===== src/rtl/nonce_result_queue_if.sv =====
// nonce_result_queue_if: nonce enqueue, transmitter send/busy handshake and queue status signals
interface nonce_result_queue_if #(parameter int ADDR_WIDTH = 4);
  logic                nonce_found;
  logic [31:0]         golden_nonce;
  logic                flush;
  logic                busy;
  logic                send;
  logic [31:0]         word;
  logic [ADDR_WIDTH:0] fill_level;
  logic                overflow;
  modport master(output nonce_found, golden_nonce, flush, busy, input send, word, fill_level, overflow);
  modport slave(input nonce_found, golden_nonce, flush, busy, output send, word, fill_level, overflow);
endinterface


===== src/rtl/nonce_result_queue.sv =====
// nonce_result_queue: circular buffer of golden nonces feeding the serial transmitter one word per send/busy handshake.
// Optional NONCE_QUEUE_DEDUP_EN drops a strobe that repeats the last enqueued nonce.
module nonce_result_queue #(
  parameter int DEPTH      = 16,
  parameter int ADDR_WIDTH = 4
) (
  input logic                 clk,
  input logic                 reset,
  nonce_result_queue_if.slave bus
);
  typedef enum logic [1:0] {IDLE, SEND, WAIT_BUSY, WAIT_DONE} state_t;
  localparam logic [ADDR_WIDTH:0] FULL = (ADDR_WIDTH+1)'(DEPTH);
  state_t                r_state;
  logic [31:0]           r_mem [DEPTH];
  logic [ADDR_WIDTH-1:0] r_rptr, r_wptr;
  logic [ADDR_WIDTH:0]   r_fill;
  logic [31:0]           r_word;
  logic                  r_send, r_overflow;
  logic                  w_full, w_pop, w_req, w_push, w_dup;
  assign w_full = r_fill == FULL;
  // a flush cycle never starts a new pop, so stale entries cannot slip out
  assign w_pop  = r_state == IDLE && r_fill != '0 && !bus.busy && !bus.flush;
  assign w_req  = bus.nonce_found && !bus.flush && !w_dup;
  assign w_push = w_req && (!w_full || w_pop);
`ifdef NONCE_QUEUE_DEDUP_EN
  logic [31:0] r_last;
  logic        r_last_v;
  assign w_dup = r_last_v && bus.golden_nonce == r_last;
  always_ff @(posedge clk or posedge reset)
    if (reset) begin
      r_last   <= '0;
      r_last_v <= 1'b0;
    end else if (bus.flush) begin
      r_last   <= '0;
      r_last_v <= 1'b0;
    end else if (w_push) begin
      r_last   <= bus.golden_nonce;
      r_last_v <= 1'b1;
    end
`else
  assign w_dup = 1'b0;
`endif
  always_ff @(posedge clk)
    if (w_push) r_mem[r_wptr] <= bus.golden_nonce;
  always_ff @(posedge clk or posedge reset)
    if (reset) begin
      r_rptr     <= '0;
      r_wptr     <= '0;
      r_fill     <= '0;
      r_overflow <= 1'b0;
      r_word     <= '0;
      r_send     <= 1'b0;
      r_state    <= IDLE;
    end else begin
      if (bus.flush) begin
        r_rptr     <= '0;
        r_wptr     <= '0;
        r_fill     <= '0;
        r_overflow <= 1'b0;
      end else begin
        if (w_push) r_wptr <= r_wptr + 1'b1;
        if (w_pop) r_rptr <= r_rptr + 1'b1;
        r_fill <= r_fill + (ADDR_WIDTH+1)'(w_push) - (ADDR_WIDTH+1)'(w_pop);
        if (w_req && w_full && !w_pop) r_overflow <= 1'b1;
      end
      // WAIT_BUSY covers the gap before the transmitter raises busy
      case (r_state)
        IDLE: if (w_pop) begin
          r_word  <= r_mem[r_rptr];
          r_send  <= 1'b1;
          r_state <= SEND;
        end
        SEND: begin
          r_send  <= 1'b0;
          r_state <= WAIT_BUSY;
        end
        WAIT_BUSY: if (bus.busy) r_state <= WAIT_DONE;
        WAIT_DONE: if (!bus.busy) r_state <= IDLE;
        default: r_state <= IDLE;
      endcase
    end
  assign bus.send       = r_send;
  assign bus.word       = r_word;
  assign bus.fill_level = r_fill;
  assign bus.overflow   = r_overflow;
endmodule


===== src/flat_wrapper.sv =====
// flat-port wrapper written by rule: the top's interface ports become plain ports
module nonce_result_queue_flat 
#(
  parameter int DEPTH      = 16,
  parameter int ADDR_WIDTH = 4
)
  (clk, reset, bus_nonce_found, bus_golden_nonce, bus_flush, bus_busy, bus_send, bus_word, bus_fill_level, bus_overflow);
  nonce_result_queue_if #(.ADDR_WIDTH(ADDR_WIDTH)) bus_i ();
  input logic clk;
  input logic reset;
  input wire logic [$bits(bus_i.nonce_found)-1:0] bus_nonce_found;
  input wire logic [$bits(bus_i.golden_nonce)-1:0] bus_golden_nonce;
  input wire logic [$bits(bus_i.flush)-1:0] bus_flush;
  input wire logic [$bits(bus_i.busy)-1:0] bus_busy;
  output wire logic [$bits(bus_i.send)-1:0] bus_send;
  output wire logic [$bits(bus_i.word)-1:0] bus_word;
  output wire logic [$bits(bus_i.fill_level)-1:0] bus_fill_level;
  output wire logic [$bits(bus_i.overflow)-1:0] bus_overflow;
  assign bus_i.nonce_found = bus_nonce_found;
  assign bus_i.golden_nonce = bus_golden_nonce;
  assign bus_i.flush = bus_flush;
  assign bus_i.busy = bus_busy;
  assign bus_send = bus_i.send;
  assign bus_word = bus_i.word;
  assign bus_fill_level = bus_i.fill_level;
  assign bus_overflow = bus_i.overflow;
  nonce_result_queue #(.DEPTH(DEPTH), .ADDR_WIDTH(ADDR_WIDTH)) u_core (.clk(clk), .reset(reset), .bus(bus_i));
endmodule

===== config.mk =====
export PLATFORM = sky130hd
export DESIGN_NAME = nonce_result_queue_flat
export DESIGN_NICKNAME = d
export VERILOG_FILES = /design/src/rtl/nonce_result_queue_if.sv /design/src/rtl/nonce_result_queue.sv /design/src/flat_wrapper.sv
export SDC_FILE = /design/constraint.sdc
export NUM_CORES = 1
export LEC_CHECK = 0
export ABC_AREA = 1
export BUFFER_PORTS_ARGS = -buffer_cell sky130_fd_sc_hd__buf_2
export CAP_MARGIN = 20
export CELL_PAD_IN_SITES_DETAIL_PLACEMENT = 1
export CELL_PAD_IN_SITES_GLOBAL_PLACEMENT = 2
export CORE_ASPECT_RATIO = 1.2
export CORE_UTILIZATION = 44
export CTS_BUF_LIST = sky130_fd_sc_hd__clkbuf_4
export CTS_CLUSTER_SIZE = 24
export DETAILED_ROUTE_END_ITERATION = 6
export PLACE_DENSITY = 0.85
export SYNTH_ARGS = -nofsm -noshare
export SYNTH_HDL_FRONTEND = slang
export SYNTH_SLANG_ARGS = --single-unit
export TNS_END_PERCENT = 5

===== constraint.sdc =====
create_clock -name clk -period 4.91 [get_ports clk]
set_input_delay 0 -clock clk [delete_from_list [all_inputs] [get_ports clk]]
set_output_delay 0 -clock clk [all_outputs]
set_load 0.01 [all_outputs]

==> results of run 1 <==
==> registers in the layout, indices dropped and copies added (netlist names) <==
name                   flops
u_core.bus.overflow        1
u_core.bus.word           32
u_core.r_state             2
u_core.bus.fill_level      5
u_core.r_wptr              4
u_core.r_mem             512
u_core.r_rptr              4
u_core.bus.send            1
==> per-layer routing <==
layer	up-vias	global-route usage [%]	part of all wire, %
li1	7211	-	-
met4	0	10.89	2.5
met3	104	3.859	3.7
met2	355	43.03	52
met1	8021	30.40	42
met5	-	0	0
==> final timing paths <==
check	end	depth (start not counted)	slack, ps
max in group asynchronous	u_core.r_rptr[0]	5	3790
min	u_core.r_mem[2][5]	2	70
min in group asynchronous	u_core.bus.word[5]	5	480
max reg2reg	u_core.r_mem[14][18]	9	1760
max	u_core.r_mem[14][18]	9	1760
min reg2reg	u_core.bus.word[6]	2	470
==> synthesized netlist by cell type (all sizes together), types with 4 or more instances <==
master	n
a21oi	4
buf	104
clkbuf	8
dfrtp	49
edfxtp	512
ha	15
inv	27
nand2	797
nand3	389
nor2	24
o21ai	9
==> through the flow <==
step | hold slack (ps) | setup slack [ps]
after floorplan | 65.21 | 1120
after global placement | 288.5 | 1819
after detailed placement | 285.0 | 1765
after CTS | 3.065 | 1725
after global routing | 53.05 | 1524
final | 66.35 | 1760
==> critical path, delay by kind of cell (launching register included) <==
family	cells	cell delay [ps]
buffers and inverters	3	750
flip-flops	1	420
AO/OA/AOI/OAI	1	210
adder cells (fa/ha/maj)	1	240
AND/OR/NAND/NOR	4	1160
==> layout make-up <==
class                           count  share of cell area [%]
Tap cell                          697                   3.305
Timing Repair Buffer              144                   4.790
Antenna cell                        1                0.009485
Clock inverter                     37                   1.091
Sequential cell                   561                   62.96
Multi-Input combinational cell   1256                   21.01
Clock buffer                      225                   6.402
Inverter                           28                  0.4363
==> timing repair <==
item / 4_1_cts / 5_1_grt
resized for setup: 0 / 0
hold buffers: 39 / 0
hold endpoints to repair: 610 / 0
==> placed cells by master (no fill, tap or decap), types with 4 or more instances in the layout <==
cell type / count
nor2_1: 10
buf_16: 8
dlygate4sd3_1: 39
a21oi_1: 4
edfxtp_1: 512
clkbuf_4: 225
clkinv_2: 7
dfrtp_1: 45
inv_1: 19
buf_2: 75
ha_1: 15
nor2_4: 14
buf_4: 13
inv_2: 9
nand2_1: 797
buf_12: 9
bufinv_16: 5
clkinv_1: 21
nand3_1: 389
o21ai_0: 9
==> logic make-up after synthesis <==
| logic type | after synthesis | share of synthesized area (%) |
|---|---|---|
| simple gates | 1216 | 22.11 |
| flops | 561 | 72.41 |
| buf+inv | 140 | 3.918 |
| compound gates | 19 | 0.4639 |
| fa+ha+maj | 16 | 0.9059 |
| xor+xnor | 4 | 0.1528 |
| mux | 1 | 0.04366 |
==> power by group through the flow <==
stage | registers [mW] | logic (mW) | clock network, mW
2_1_floorplan | 5.72 | 1.63 | 0
3_3_place_gp | 5.75 | 2.16 | 0
3_5_place_dp | 5.75 | 2.26 | 0
4_1_cts | 5.66 | 2.30 | 4.37
5_1_grt | 5.68 | 2.59 | 4.58
6_report | 5.65 | 2.30 | 4.26
==> run metrics, run 1 <==
Pre-Repair DR Iteration Count 5; Largest stage delay, worst path 590 ps; CTS tree built; total placed cells including tap cells 2643; detailed-route wire length 63810 um; vias per inst 5.321; Comb power frac 18.8%; Crit path top cell by count nand2_1; syn_nets 2010; Final Setup Violations 0; Core ar. 51460 um2; post-CTS setup buffer count 0; area of the multi-input gates 5543 um2; CP Class flip-flop to flip-flop; Synth area leaders edfxtp_1 67%, nand2_1 13%, nand3_1 8.5%; crit share post-route 64.16%; Synth Cell Area 22930 um2; HPWL after DPL 35800 um; cells along the critical path inv_1 -> ha_1 -> nand2_1 -> o211ai_1 -> nand2_1 -> inv_2 -> nand2_1 -> nor2_4 -> buf_4; Crit path required time 5440 ps; unrepaired setup endpoints after global routing no; Hold WC Path Type input pin to flip-flop; post-route ant nets 0; num ports 76; CP Max Fanout 17; Seq pwr share 46.3%; DRC 0; clock network fraction of total power 34.9%; Int Pwr 8.516 mW; fin util 51.27%; count of input and output buffers 75; CTS clk-pin slew, worst paths 70 ps; final setup skew 53.49 ps; DR WL/cell 21.64 um; Net Sw Frac 30.27%; Yosys cell types 31; Die X 210.4 um; pwr/cell area 462.9 nW/um2; H-Tree Depth 4; Max-Cap Viols 0; Synth Flop Type edfxtp_1; P_leak 10.17 nW; critical path capture point type flip-flop; Max Clk Rate 317.5 MHz; DR iter-0 viols 975; post-synthesis sequential area ratio 72.41%; Max clock buf depth 3; register area 16610 um2; Worst Hold Launch bus_golden_nonce[5]; Synth Instances 1957; Clk Latency, worst-skew pair 880 ps; CP max stage cell nor2_4; share of layout cells above drive strength 1 16.75%; die height 252.1 um; Die ar. 53030 um2; Slew Limit Fails 0; first-pass GRT wire length 98390 um; slew of the pin with the lowest slew margin 1017 ps; Fin Setup TNS 0 ps; Syn Area/Cell 11.72 um2; async set-or-reset flop fraction in the synthesized netlist 8.734%; Tot GR Track Use 24.72%; Fill cells 5551; switching power 3.697 mW; CTS root buffer clkbuf_4; Final #Nets 2187; vias in the first global route 17145; fin area 26380 um2; Yosys top cell by area edfxtp_1; Post-Place Cell Area 23900 um2; initial antenna violation count 1; total power 12.21 mW; crit path time final 3150 ps; Fin. Hold Viols 0; status finished, final reports clean; GRT overflow 0; #FFs+latches synth 561; DR vias 15691; Setup crit start kind flip-flop; std cell rows 91; Synth top area share 67.06%; non-filler cells, final 2949; Post-synth EDFFs 512; max_slew headroom 32.20%; WP data arrival 3680 ps; crit path from u_core.r_state[0]; Initial Utilization 44.55%; worst vdd ir 0.3111 mV; # clock sinks 561; Yosys warning count 0; largest net degree at the start of global routing 199; Num CTS Buffers 143; worst r2r src u_core.r_state[0]; Final Wtd Congestion 0.7618; area growth from synthesis to layout 15.08%
No activity file was read; power rests on OpenSTA's default activity.
==> run 2, diff against run 1 <==
ABC_AREA = 0   (was 1)
CORE_UTILIZATION = 46   (was 44)
PLACE_DENSITY = 0.81   (was 0.85)
clock period = 2.8 ns   (was 4.91 ns; I/O delays follow)
==> run 2 against run 1 <==
  * Sequential share of layout area grew 1.9 points
  * Total power grew 57%
  * Cell count shrank 33%
  * Maximum frequency is 20% higher
  * Synthesized cell count is 49% lower
  * Combinational power about the same
  * Non-clock buffer count up 22
  * Largest cell class unchanged
  * Highest routed layer unchanged
==> run metrics, run 2 <==
status finished, final reports clean (unchanged); Synth area leaders edfxtp_1 70%, mux4_2 12%, dfrtp_1 5.6% (was edfxtp_1 67%, nand2_1 13%, nand3_1 8.5%); final setup skew 49.29 ps (was 53.49 ps); Core ar. 47030 um2 (was 51460 um2); Reg with most FFs u_core.r_mem (unchanged); count of input and output buffers 75 (unchanged); slew of the pin with the lowest slew margin 1022 ps (was 1017 ps); max_slew headroom 31.88% (was 32.20%); unrepaired setup endpoints after global routing no (unchanged); Final #Nets 1294 (was 2187); Commonest cells post-synth 512 x edfxtp_1, 114 x mux4_2, 49 x dfrtp_1 (was 797 x nand2_1, 512 x edfxtp_1, 389 x nand3_1); Synth Cell Area 21930 um2 (was 22930 um2); P_leak 8.455 nW (was 10.17 nW); Die X 201.3 um (was 210.4 um); first-pass GRT wire length 74440 um (was 98390 um); Final Setup Violations 0 (unchanged); HPWL after DPL 28300 um (was 35800 um); Hold WC Path Type input pin to flip-flop (unchanged); fin util 54.46% (was 51.27%); Clk Latency, worst-skew pair 840 ps (was 880 ps); DR vias 10917 (was 15691); most frequent cells in the layout 512 x edfxtp_1, 205 x clkbuf_4, 114 x mux4_2 (was 797 x nand2_1, 512 x edfxtp_1, 389 x nand3_1); Synth Flop Type edfxtp_1 (unchanged); Yosys cell types 48 (was 31); total power 19.21 mW (was 12.21 mW); crit path time final 2616 ps (was 3150 ps); async set-or-reset flop fraction in the synthesized netlist 8.734% (unchanged); # clock sinks 561 (unchanged); CP Class flip-flop to flip-flop (unchanged); DR WL/cell 24.90 um (was 21.64 um); largest net degree at the start of global routing 65 (was 199); die height 241.2 um (was 252.1 um); vias per inst 5.525 (was 5.321); Yosys warning count 0 (unchanged); std cell rows 87 (was 91); Num CTS Buffers 138 (was 143); Tot GR Track Use 20.97% (was 24.72%); Synth Instances 989 (was 1957); post-CTS setup buffer count 0 (unchanged); area growth from synthesis to layout 16.81% (was 15.08%); Post-synth EDFFs 512 (unchanged); Max clock buf depth 3 (unchanged); most frequent cell after synthesis edfxtp_1 (was nand2_1); Max Clk Rate 382.2 MHz (was 317.5 MHz); DR iter-0 viols 680 (was 975); critical path capture point type flip-flop (unchanged); WP data arrival 3070 ps (was 3680 ps); Fin. Hold Viols 0 (unchanged); worst vdd ir 0.3188 mV (was 0.3111 mV); Max-Cap Viols 0 (unchanged); num ports 76 (unchanged); Slew Limit Fails 0 (unchanged); Crit path required time 3250 ps (was 5440 ps); GRT overflow 0 (unchanged); CTS clk-pin slew, worst paths 70 ps (about the same); post-route ant nets 0 (unchanged); vias in the first global route 12388 (was 17145); share of layout cells above drive strength 1 41.05% (was 16.75%); max reg flops 512 (unchanged); Die ar. 48550 um2 (was 53030 um2); Setup crit start kind flip-flop (unchanged); CTS root buffer clkbuf_4 (unchanged); detailed-route wire length 49190 um (was 63810 um); non-filler cells, final 1976 (was 2949); total placed cells including tap cells 1683 (was 2643); Pre-Repair DR Iteration Count 5 (unchanged); CTS tree built (unchanged); pwr/cell area 750.1 nW/um2 (was 462.9 nW/um2); Syn Area/Cell 22.17 um2 (was 11.72 um2); Final Wtd Congestion 0.7358 (was 0.7618); syn_nets 1042 (was 2010); Yosys top cell by area edfxtp_1 (unchanged); Synth top area share 70.12% (was 67.06%); post-synthesis sequential area ratio 75.71% (was 72.41%); H-Tree Depth 4 (unchanged); CP Max Fanout 19 (was 17); commonest non-fill, non-tap cell in the layout edfxtp_1 (was nand2_1); Initial Utilization 46.63% (was 44.55%); initial antenna violation count 1 (unchanged); DRC 0 (unchanged); crit share post-route 93.44% (was 64.16%); #FFs+latches synth 561 (unchanged)
[run 2: cell types whose count changed after synthesis, moves of 12 or more]
| cell | change |
|---|---|
| a21oi_1 | +33 |
| buf_2 | -39 |
| mux4_2 | +114 |
| buf_6 | -27 |
| nand3_1 | -385 |
| o22ai_1 | +31 |
| mux2_2 | +20 |
| mux2_4 | +12 |
| nand2_1 | -793 |
| mux4_1 | +14 |
| o22ai_2 | +31 |
| and2_1 | +12 |
[run 2: report_power, final]
| group | internal (mW) | switching [mW] | leakage (nW) |
|---|---|---|---|
| clock network | 3.74 | 3.25 | 1.08 |
| logic | 1.06 | 1.26 | 2.18 |
| registers | 9.58 | 0.320 | 5.19 |
[run 2: path summary, 6_finish.rpt]
| check | from | to | slack [ps] | depth (start not counted) |
|---|---|---|---|---|
| max in group asynchronous | reset | u_core.bus.word[31] | 1530 | 5 |
| setup / recovery | u_core.r_state[1] | u_core.r_mem[7][15] | 180 | 8 |
| min in group asynchronous | reset | u_core.bus.word[10] | 410 | 4 |
| hold / removal | bus_golden_nonce[29] | u_core.r_mem[3][29] | 100 | 2 |
| setup reg to reg | u_core.r_state[1] | u_core.r_mem[7][15] | 180 | 8 |
| hold reg to reg | u_core.bus.send | u_core.bus.send | 540 | 2 |
[run 2: area by class of cell]
type                       instances  area [um2]
antenna                            1       2.502
clock buffer                     205        1539
clock inverter                    46       302.8
fill                            4253       21410
inverter                          18       67.56
multi-input combinational        356        4925
sequential                       561       16610
tap                              623       779.5
timing repair buffer             166        1386
[run 2: through the flow]
stage	TNS, ps	hold WS (ps)	area (um2)	worst slack, ps
floorplan	-53760	98.87	21930	-420.0
CTS	0	5.615	25600	115.6
detailed placement	0	161.2	23350	170.0
global placement	0	148.2	23350	256.2
finish	0	105.0	25610	183.6
global route	0	38.37	25610	25.04
[run 2: cells by family after synthesis]
kind of cell               share of synthesized area [%]
DFF                                                75.71
AOI/OAI and AO/OA                                  3.983
xor gates and xnor gates                          0.3196
adders and majority gates                         0.9473
muxes                                              15.38
and+or+nand+nor                                    1.558
buffers and inverters                              2.100
[run 2: critical path: stages, from the launching register on]
cell and delay (ps):
dfrtp_1 420, inv_1 130, ha_2 220, nand2b_1 130
a311oi_2 330, buf_4 200, and3b_1 260, and2_2 200
buf_4 360
[run 2: timing repair]
item | 4_1_cts | 5_1_grt
endpoints found under the hold margin | 599 | 0
hold buffers | 41 | 0
gates resized for setup | 0 | 2
endpoints found under the setup margin | 0 | 42
[run 2: per-layer routing]
metal	share of wire [%]	up-vias	global-route usage [%]
li1	-	4727	-
met2	52	349	36.52
met4	3.0	0	10.01
met1	40	5739	25.27
met5	0	-	0
met3	4.4	102	4.105
